<file path="config.mk">
export PLATFORM = sky130hd
export DESIGN_NAME = decoder_3_to_8_seq_flat
export DESIGN_NICKNAME = d
export VERILOG_FILES = /design/src/rtl/decoder_3_to_8_seq_if.sv /design/src/rtl/decoder_3_to_8_seq.sv /design/src/flat_wrapper.sv
export SDC_FILE = /design/constraint.sdc
export NUM_CORES = 1
export LEC_CHECK = 0
export CAP_MARGIN = 20
export CELL_PAD_IN_SITES_DETAIL_PLACEMENT = 2
export CELL_PAD_IN_SITES_GLOBAL_PLACEMENT = 2
export CORE_MARGIN = 2
export CORE_UTILIZATION = 37
export DETAILED_ROUTE_END_ITERATION = 10
export HOLD_SLACK_MARGIN = 0.06
export PLACE_DENSITY_LB_ADDON = 0.2
export SYNTH_ARGS = -nofsm -noshare
export SYNTH_HDL_FRONTEND = slang
export SYNTH_SLANG_ARGS = --single-unit
</file>
<file path="constraint.sdc">
create_clock -name clk -period 2.3 [get_ports clk]
set_input_delay 0.23 -clock clk [delete_from_list [all_inputs] [get_ports clk]]
set_output_delay 0.23 -clock clk [all_outputs]
set_load 0.02 [all_outputs]
</file>
<file path="src/rtl/decoder_3_to_8_seq_if.sv">
// ---------------------------------------------------------------------------
// decoder_3_to_8_seq_if
// Bundles the code-input handshake and the decoded line outputs of the
// sequenced 3-to-8 decoder.
//   in_valid  : code on in_code is offered this cycle      (master -> slave)
//   in_ready  : decoder buffer can take a code             (slave  -> master)
//   in_code   : line index 0..7 to activate                (master -> slave)
//   enable    : permits the decoder to start new pulses    (master -> slave)
//   out_lines : registered one-hot line activations        (slave  -> master)
//   out_valid : high while a pulse is being driven         (slave  -> master)
//   busy      : codes buffered or a pulse/gap in progress  (slave  -> master)
// ---------------------------------------------------------------------------
interface decoder_3_to_8_seq_if;
    logic       in_valid;
    logic       in_ready;
    logic [2:0] in_code;
    logic       enable;
    logic [7:0] out_lines;
    logic       out_valid;
    logic       busy;

    // Producer side: offers codes and watches the line outputs
    modport master (
        output in_valid, in_code, enable,
        input  in_ready, out_lines, out_valid, busy
    );

    // Decoder side
    modport slave (
        input  in_valid, in_code, enable,
        output in_ready, out_lines, out_valid, busy
    );
endinterface

</file>
<file path="src/rtl/decoder_3_to_8_seq.sv">
// ---------------------------------------------------------------------------
// decoder_3_to_8_seq
// Buffers 3-bit line codes in a small FIFO and replays each one as a timed
// one-hot pulse on out_lines (HOLD_CYCLES long), optionally followed by an
// all-zero gap of GAP_CYCLES cycles.
//   clk    : rising-edge clock
//   rst    : asynchronous active-high reset; aborts any pulse, drops codes
//   lineIf : decoder_3_to_8_seq_if slave modport (handshake + line outputs)
// ---------------------------------------------------------------------------
module decoder_3_to_8_seq #(
    parameter int FIFO_DEPTH  = 4,
    parameter int HOLD_CYCLES = 4,
    parameter int GAP_CYCLES  = 1
) (
    input  logic                  clk,
    input  logic                  rst,
    decoder_3_to_8_seq_if.slave   lineIf
);

    localparam int PW = $clog2(FIFO_DEPTH);
    localparam int CW = PW + 1;
    localparam int HW = (HOLD_CYCLES > 1) ? $clog2(HOLD_CYCLES) : 1;
    localparam int GW = (GAP_CYCLES > 1) ? $clog2(GAP_CYCLES) : 1;

    localparam logic [CW-1:0] FULL_COUNT = CW'(FIFO_DEPTH);
    localparam logic [HW-1:0] HOLD_LOAD  = HW'(HOLD_CYCLES - 1);
    localparam logic [GW-1:0] GAP_LOAD   = GW'((GAP_CYCLES > 0) ? GAP_CYCLES - 1 : 0);

    typedef enum logic [1:0] {
        IDLE,
        DRIVE,
        GAP
    } state_t;

    state_t        state_q;
    logic [2:0]    mem_q [FIFO_DEPTH];
    logic [PW-1:0] wrPtr_q;
    logic [PW-1:0] rdPtr_q;
    logic [CW-1:0] count_q;
    logic [CW-1:0] count_d;
    logic [HW-1:0] holdCnt_q;
    logic [GW-1:0] gapCnt_q;
    logic [7:0]    outLines_q;
    logic          outValid_q;

    logic          fifoEmpty;
    logic          fifoFull;
    logic          push;
    logic          pop;
    logic          canLaunch;
    logic [2:0]    headCode;

    // Full/empty come only from the registered count, so a pop in the same
    // cycle never opens in_ready for a full buffer.
    assign fifoEmpty = (count_q == '0);
    assign fifoFull  = (count_q == FULL_COUNT);
    assign push      = lineIf.in_valid && !fifoFull;
    assign canLaunch = !fifoEmpty && lineIf.enable;
    assign headCode  = mem_q[rdPtr_q];

    // Launch decisions: a code is popped only at the points where a new pulse
    // may start -- from IDLE, at the end of a gap, or at the end of a hold
    // when there is no gap to insert.
    always_comb begin
        pop = 1'b0;
        case (state_q)
            IDLE:    pop = canLaunch;
            DRIVE:   pop = (holdCnt_q == '0) && (GAP_CYCLES == 0) && canLaunch;
            GAP:     pop = (gapCnt_q == '0) && canLaunch;
            default: pop = 1'b0;
        endcase
    end

    // Occupancy: simultaneous push and pop leave the count unchanged.
    always_comb begin
        count_d = count_q;
        case ({push, pop})
            2'b10:   count_d = count_q + CW'(1);
            2'b01:   count_d = count_q - CW'(1);
            default: count_d = count_q;
        endcase
    end

    // Code storage; contents need no reset since the count gates every read.
    always_ff @(posedge clk) begin
        if (push) begin
            mem_q[wrPtr_q] <= lineIf.in_code;
        end
    end

    // Pointers wrap naturally because the depth is a power of two.
    always_ff @(posedge clk or posedge rst) begin
        if (rst) begin
            wrPtr_q <= '0;
            rdPtr_q <= '0;
            count_q <= '0;
        end else begin
            if (push) begin
                wrPtr_q <= wrPtr_q + PW'(1);
            end
            if (pop) begin
                rdPtr_q <= rdPtr_q + PW'(1);
            end
            count_q <= count_d;
        end
    end

    // Pulse sequencer with registered line outputs. A launch registers the
    // one-hot line and loads the hold counter so the line stays up for
    // exactly HOLD_CYCLES cycles.
    always_ff @(posedge clk or posedge rst) begin
        if (rst) begin
            state_q    <= IDLE;
            holdCnt_q  <= '0;
            gapCnt_q   <= '0;
            outLines_q <= 8'h00;
            outValid_q <= 1'b0;
        end else begin
            case (state_q)
                IDLE: begin
                    if (pop) begin
                        outLines_q <= 8'b1 << headCode;
                        outValid_q <= 1'b1;
                        holdCnt_q  <= HOLD_LOAD;
                        state_q    <= DRIVE;
                    end else begin
                        outLines_q <= 8'h00;
                        outValid_q <= 1'b0;
                    end
                end
                DRIVE: begin
                    if (holdCnt_q != '0) begin
                        holdCnt_q <= holdCnt_q - HW'(1);
                    end else if (GAP_CYCLES > 0) begin
                        outLines_q <= 8'h00;
                        outValid_q <= 1'b0;
                        gapCnt_q   <= GAP_LOAD;
                        state_q    <= GAP;
                    end else if (pop) begin
                        outLines_q <= 8'b1 << headCode;
                        outValid_q <= 1'b1;
                        holdCnt_q  <= HOLD_LOAD;
                    end else begin
                        outLines_q <= 8'h00;
                        outValid_q <= 1'b0;
                        state_q    <= IDLE;
                    end
                end
                GAP: begin
                    if (gapCnt_q != '0) begin
                        gapCnt_q <= gapCnt_q - GW'(1);
                    end else if (pop) begin
                        outLines_q <= 8'b1 << headCode;
                        outValid_q <= 1'b1;
                        holdCnt_q  <= HOLD_LOAD;
                        state_q    <= DRIVE;
                    end else begin
                        state_q <= IDLE;
                    end
                end
                default: begin
                    outLines_q <= 8'h00;
                    outValid_q <= 1'b0;
                    state_q    <= IDLE;
                end
            endcase
        end
    end

    assign lineIf.in_ready  = !fifoFull;
    assign lineIf.out_lines = outLines_q;
    assign lineIf.out_valid = outValid_q;
    assign lineIf.busy      = !fifoEmpty || (state_q != IDLE);

endmodule

</file>
<file path="src/flat_wrapper.sv">
// flat-port wrapper written by rule: the top's interface ports become plain ports
module decoder_3_to_8_seq_flat 
#(
    parameter int FIFO_DEPTH  = 4,
    parameter int HOLD_CYCLES = 4,
    parameter int GAP_CYCLES  = 1
)
  (clk, rst, lineIf_in_valid, lineIf_in_code, lineIf_enable, lineIf_in_ready, lineIf_out_lines, lineIf_out_valid, lineIf_busy);
  decoder_3_to_8_seq_if lineIf_i ();
  input  logic clk;
  input  logic rst;
  input wire logic [$bits(lineIf_i.in_valid)-1:0] lineIf_in_valid;
  input wire logic [$bits(lineIf_i.in_code)-1:0] lineIf_in_code;
  input wire logic [$bits(lineIf_i.enable)-1:0] lineIf_enable;
  output wire logic [$bits(lineIf_i.in_ready)-1:0] lineIf_in_ready;
  output wire logic [$bits(lineIf_i.out_lines)-1:0] lineIf_out_lines;
  output wire logic [$bits(lineIf_i.out_valid)-1:0] lineIf_out_valid;
  output wire logic [$bits(lineIf_i.busy)-1:0] lineIf_busy;
  assign lineIf_i.in_valid = lineIf_in_valid;
  assign lineIf_i.in_code = lineIf_in_code;
  assign lineIf_i.enable = lineIf_enable;
  assign lineIf_in_ready = lineIf_i.in_ready;
  assign lineIf_out_lines = lineIf_i.out_lines;
  assign lineIf_out_valid = lineIf_i.out_valid;
  assign lineIf_busy = lineIf_i.busy;
  decoder_3_to_8_seq #(.FIFO_DEPTH(FIFO_DEPTH), .HOLD_CYCLES(HOLD_CYCLES), .GAP_CYCLES(GAP_CYCLES)) u_core (.clk(clk), .rst(rst), .lineIf(lineIf_i));
endmodule
</file>
==> metrics.yaml, run 1 <==
power_and_ir_drop:
  vdd_ir_drop_max_uv: 454.7
  p_per_area_nw_per_um2: 1320
  power.leakage_nw: 0.7398
placed_design:
  dp_cells: 165
  place.gp.congestion: 0.6502
  portBuffers: 17
  dpl.hpwl_um: 2082
  post-place-ws_ns: 0.09441
  postPlaceCellArea_um2: 1634
global_routing:
  grtUsageTotal: 0.1512
  grt-ovfl-total: 0
  grt_max_degree: 21
  grt_pass1_vias: 985
  grt_antenna_before_repair: 0
  grt_pass1_wl_um: 4692
floorplanning:
  coreArea_um2: 3661
  dieArea_um2: 4307
  ioPinCount: 18
  initial_core_util: 0.3838
  die_w_um: 65.63
  num_rows: 22
  fp.dieH_um: 65.63
status:
  status: "completed"
synthesis:
  ys_seq_area_frac: 0.6126
  ys_ff_latch: 32
  netlist_area_um2: 1405
  ys_types: 32
  synth_edf_count: 12
  ys.flop_type: "dfrtp_1"
  ys.warnings.count: 0
  syn_inst: 100
  avgSynthCellArea_um2: 14.05
  synth_async_sr_flop_share: 0.6250
  syn_nets: 114
clocking:
  clkTransAtPathRegs_ns: 0.07
  cts_hold_buf: 0
  cts_root_buf: "clkbuf_8"
  worst_skew_pair.late_latency_ns: 0.28
  clockBufferDepth: 2
  cts_tree: "done"
  htreeDepth: 2
  cts.sinks: 32
  postCtsSetupBuffers: 0
  numCtsBuffers: 5
cells_and_area:
  layout-drive-gt1-share: 0.1280
  stdcell_area_um2: 1720
  final-instance-count-excl-fill: 173
  nFillCells: 376
  post-route-util: 0.4699
  nets: 138
  syn2layout_area_growth_pct: 22.44
  antenna_cells: 0
timing:
  post-route-period-util: 0.9390
  timing.final.ws_setup_ns: 0.1402
  setup-violations-final: 0
  min_period_ns: 2.160
  fin_skew_ns: 0.007655
  slew_viol_final: 0
  tightest_slew_ns: 0.7663
  final-hold-violation-count: 0
  tns_ns: 0
  slew_headroom: 0.4886
  fmax_ghz: 0.4630
drt:
  final_antenna_net_count: 0
  finalWirelength_um: 2686
  wl_per_cell_um: 15.53
  wirelength_met1_um: 1176
  drc_errors: 0
  route.met3.wl_um: 117
  via_per_inst: 4.994
  firstDrtPassIters: 4
  drt_iter0_drc: 50
  highest_layer: "met4"
  via_count: 864
  wl_met2_um: 1362
worst_hold_path:
  hp-class: "input pin to async pin"
critical_path:
  setup.worst_path.start_class: "flop"
  cp_max_fo: 3
  r2r_end: "u_core.count_q[2]"
  reg2reg_slack_ns: 0.16
  endpoint_kind: "output pin"
  reg2reg_depth: 10
  critical_path_class: "flop to output pin"
  cp.required_ns: 2.07
  arrival_ns: 1.93
  regToRegStartpoint: "u_core.count_q[0]"
run:
  drv_cap: 0
[metrics by stage]
stage	total power [mW]	hold slack, ns
floorplan	1.558	0.1938
global placement	1.838	0.4580
detailed placement	1.898	0.4746
CTS	2.310	0.4118
global route	2.458	0.4678
finish	2.271	0.3841
[sequential cells by signal (all words and copies together), names as in the netlist]
name                     count
u_core.lineIf.out_valid      1
u_core.wrPtr_q               2
u_core.mem_q                12
u_core.lineIf.out_lines      8
u_core.state_q               2
u_core.count_q               3
u_core.rdPtr_q               2
u_core.holdCnt_q             2
[kinds of logic after synthesis]
group,count (synthesis),share of synthesized area
flops,32,0.6126
simple gates,24,0.1051
compound gates,13,0.07302
buf+inv,13,0.04096
fa+ha+maj,7,0.06768
xor+xnor,6,0.03741
mux,5,0.06322
[worst max-delay path by stage]
stage	from	depth (start not counted)	slack (ns)	end
detailed placement	u_core.count_q[0]	10	0.09	u_core.count_q[2]
global route	u_core.count_q[0]	10	-0.01	u_core.count_q[2]
finish	u_core.count_q[0]	3	0.14	lineIf_busy
global placement	u_core.count_q[0]	10	0.20	u_core.count_q[2]
CTS	u_core.count_q[0]	10	0.10	u_core.count_q[2]
floorplan	u_core.count_q[0]	10	0.15	u_core.count_q[2]
[worst max-delay path, cell delays in order (launching register included)]
cell and delay [ns]:
dfrtp_1 0.41, or3_4 0.40, or3_1 0.30, clkdlybuf4s50_1 0.54
[routing by layer]
metal / track usage / up-vias
met3: 0.04623 / 4
met5: 0 / -
li1: - / 401
met4: 0.05469 / 0
met2: 0.2588 / 21
met1: 0.1781 / 438
[where the power goes]
| part | switching (mW) | total [mW] | internal, mW |
|---|---|---|---|
| Clock | 0.191 | 0.401 | 0.210 |
| Sequential | 0.149 | 0.939 | 0.790 |
| Combinational | 0.491 | 0.931 | 0.440 |
[synth_stat cells (3+ instances only)]
cell type / instances / area [um2]
nand2_1: 5 / 18.77
o2bb2ai_1: 3 / 26.28
ha_1: 6 / 75.07
a21oi_1: 3 / 15.01
inv_1: 11 / 41.29
and3_1: 4 / 25.02
xnor2_1: 3 / 26.28
mux4_2: 3 / 67.56
dfrtp_1: 20 / 500.5
edfxtp_1: 12 / 360.4
a32o_1: 4 / 40.04
xor2_1: 3 / 26.28
[final cells by class]
type | count | area (um2) | share of cell area
timing repair buffer | 19 | 185.2 | 0.1076
multi-input combinational | 55 | 493.0 | 0.2865
tap | 48 | 60.06 | 0.03491
inverter | 11 | 41.29 | 0.02400
clock buffer | 7 | 76.32 | 0.04436
clock inverter | 1 | 3.754 | 0.002182
sequential | 32 | 860.8 | 0.5004
[layout by cell type (no fill, tap or decap), types with 3 or more instances in the layout]
cell / count
dfrtp_1: 20
clkdlybuf4s50_1: 17
edfxtp_1: 12
inv_1: 11
ha_1: 6
nand2_1: 5
clkbuf_8: 5
a32o_1: 4
and3_1: 4
xor2_1: 3
xnor2_1: 3
a21oi_1: 3
mux4_2: 3
o2bb2ai_1: 3
[what timing repair did]
| item | in CTS | in global routing |
|---|---|---|
| hold endpoints to repair | 0 | 0 |
| resized for setup | 0 | 2 |
| setup endpoints to repair | 0 | 1 |
Note: power is estimated with default switching activity, not from simulation.
==> run 2: changes to the inputs <==
HOLD_SLACK_MARGIN = 0.05   (was 0.06)
SKIP_CTS_REPAIR_TIMING = 1   (was not set)
==> results of run 2 <==
The final DEF is identical to that of run 1; final timing and power are the same.
==> run 3: changes to the inputs <==
CAP_MARGIN = 25   (was 20)
CORE_MARGIN = not set   (was 2)
==> run 3 against run 2 <==
Net effect: flip-flop and latch count stayed put; critical path type unchanged; critical path depth stayed put; wire length is 4.5% higher; register-to-register slack hardly changed; sequential power hardly changed; clock power is 1% higher; sequential share of layout area hardly changed; clock skew is 0.00055 ns higher.
==> metrics.yaml, run 3 (same netlist as run 1, synthesis figures left out) <==
clocking:
  cts.sinks: 32  # unchanged
  htreeDepth: 2  # unchanged
  worst_skew_pair.late_latency_ns: 0.28  # about the same
  clkTransAtPathRegs_ns: 0.07  # about the same
  cts_tree: "done"
  clockBufferDepth: 2  # unchanged
  numCtsBuffers: 5  # unchanged
  cts_root_buf: "clkbuf_8"
drt:
  via_count: 870  # +0.69%
  final_antenna_net_count: 0  # unchanged
  drc_errors: 0  # unchanged
  wl_per_cell_um: 16.23  # +4.5%
  drt_iter0_drc: 20  # -60%
  firstDrtPassIters: 4  # unchanged
  via_per_inst: 5.029  # +0.69%
  finalWirelength_um: 2808  # +4.5%
critical_path:
  crit_end: "lineIf_busy"
  reg2reg_slack_ns: 0.15  # about the same
  critical_path_class: "flop to output pin"
  arrival_ns: 1.95  # +0.02 ns
  path_cells: "or3_4 > or3_1 > clkdlybuf4s50_1"
  cp_max_fo: 3  # unchanged
  r2r_end: "u_core.count_q[2]"
  setup.worst_path.start: "u_core.count_q[0]"
  regToRegStartpoint: "u_core.count_q[0]"
  reg2reg_depth: 10  # unchanged
  slowest_delay_ns: 0.54  # about the same
  cp.required_ns: 2.07  # about the same
  endpoint_kind: "output pin"
  slowest_stage: "clkdlybuf4s50_1"
  setup.worst_path.start_class: "flop"
cells_and_area:
  post-route-util: 0.4703  # about the same
  multi_input_area_um2: 491.7  # -0.25%
  largest-register: "u_core.mem_q"
  largest_register_ffs: 12  # unchanged
  mostFrequentLayoutCell: "dfrtp_1"
  layout-drive-gt1-share: 0.1360  # +0.008000
  antenna_cells: 0  # unchanged
  nFillCells: 369  # -1.9%
  nets: 138  # unchanged
  final-instance-count-excl-fill: 173  # unchanged
  syn2layout_area_growth_pct: 22.53  # about the same
  register_area_um2: 860.8  # unchanged
  layout_common_cells: "dfrtp_1 (20), clkdlybuf4s50_1 (17), edfxtp_1 (12), inv_1 (11), ha_1 (6)"
floorplanning:
  initial_core_util: 0.3838  # unchanged
  ioPinCount: 18  # unchanged
  fp.dieH_um: 63.63  # -3.0%
  num_rows: 22  # unchanged
  die_w_um: 63.63  # -3.0%
  coreArea_um2: 3661  # unchanged
  dieArea_um2: 4048  # -6.0%
timing:
  fin_skew_ns: 0.008206  # +0.0005510 ns
  slew_headroom: 0.4656  # -0.02302
  slew_viol_final: 0  # unchanged
  final-hold-violation-count: 0  # unchanged
  tns_ns: 0  # unchanged
  min_period_ns: 2.182  # +0.02198 ns
  hold_slack_ns: 0.3979  # +0.01385 ns
  fmax_ghz: 0.4584  # -1.0%
  tightest_slew_ns: 0.8008  # +0.03450 ns
  post-route-period-util: 0.9486  # +0.009557
  setup-violations-final: 0  # unchanged
placed_design:
  portBuffers: 17  # unchanged
  dpl.hpwl_um: 2190  # +5.2%
  dp_cells: 165  # unchanged
  place.gp.congestion: 0.7757  # +19%
global_routing:
  grt-ovfl-total: 0  # unchanged
  grtUsageTotal: 0.1640  # +0.01276
  grt_pass1_vias: 990  # +0.51%
  grt_max_degree: 21  # unchanged
  grt_pass1_wl_um: 4864  # +3.7%
  grt_antenna_before_repair: 0  # unchanged
power_and_ir_drop:
  total_power_mw: 2.303  # +1.4%
  power.leakage_nw: 0.7446  # +0.65%
  p_per_area_nw_per_um2: 1338  # +1.3%
  vdd_ir_drop_max_uv: 479.0  # +5.3%
status:
  status: "completed"
run:
  drv_cap: 0  # unchanged
worst_hold_path:
  hp-class: "input pin to async pin"
## run 3: cell types whose count changed in the layout (fill, tap and decap cells not counted), sizes merged
cell / change
clkbuf: -2
clkinv: +2
## run 3: worst max-delay path, delay by kind of cell (launching register included)
kind / cells / cell delay, ns
flip-flops: 1 / 0.41
buffers and inverters: 1 / 0.54
AND/OR/NAND/NOR: 2 / 0.72
## run 3: worst min path at each step
stage                                       to  depth (start not counted)
finish                       u_core.state_q[0]                          2
global route                 u_core.count_q[0]                          2
CTS                          u_core.count_q[0]                          2
detailed placement  u_core.lineIf.out_lines[3]                          1
global placement           u_core.holdCnt_q[0]                          1
floorplan                    u_core.count_q[0]                          1
## run 3: area by class of cell
| cell class | count | share of cell area |
|---|---|---|
| sequential | 32 | 0.5000 |
| multi-input combinational | 55 | 0.2856 |
| timing repair buffer | 19 | 0.1076 |
| clock buffer | 5 | 0.03997 |
| tap | 48 | 0.03488 |
| inverter | 11 | 0.02398 |
| clock inverter | 3 | 0.007994 |
## run 3: metal layers
layer,share of wire,vias to the layer above,GRT usage,wire [um]
met5,0,-,0,0
met2,0.56,17,0.2979,1563
met1,0.39,452,0.1749,1109
li1,-,398,-,-
met4,0.014,0,0.06818,38
met3,0.035,3,0.04710,97
## run 3: through the flow
stage,worst slack [ns],instance area (um2)
2_1_floorplan,0.1466,1405
6_report,0.1183,1722
3_3_place_gp,0.2277,1634
3_5_place_dp,0.07358,1634
5_1_grt,-0.01522,1722
4_1_cts,0.06956,1717
## run 3: report_power, final
group | internal (mW) | switching [mW]
Combinational | 0.444 | 0.515
Sequential | 0.790 | 0.148
Clock | 0.205 | 0.200
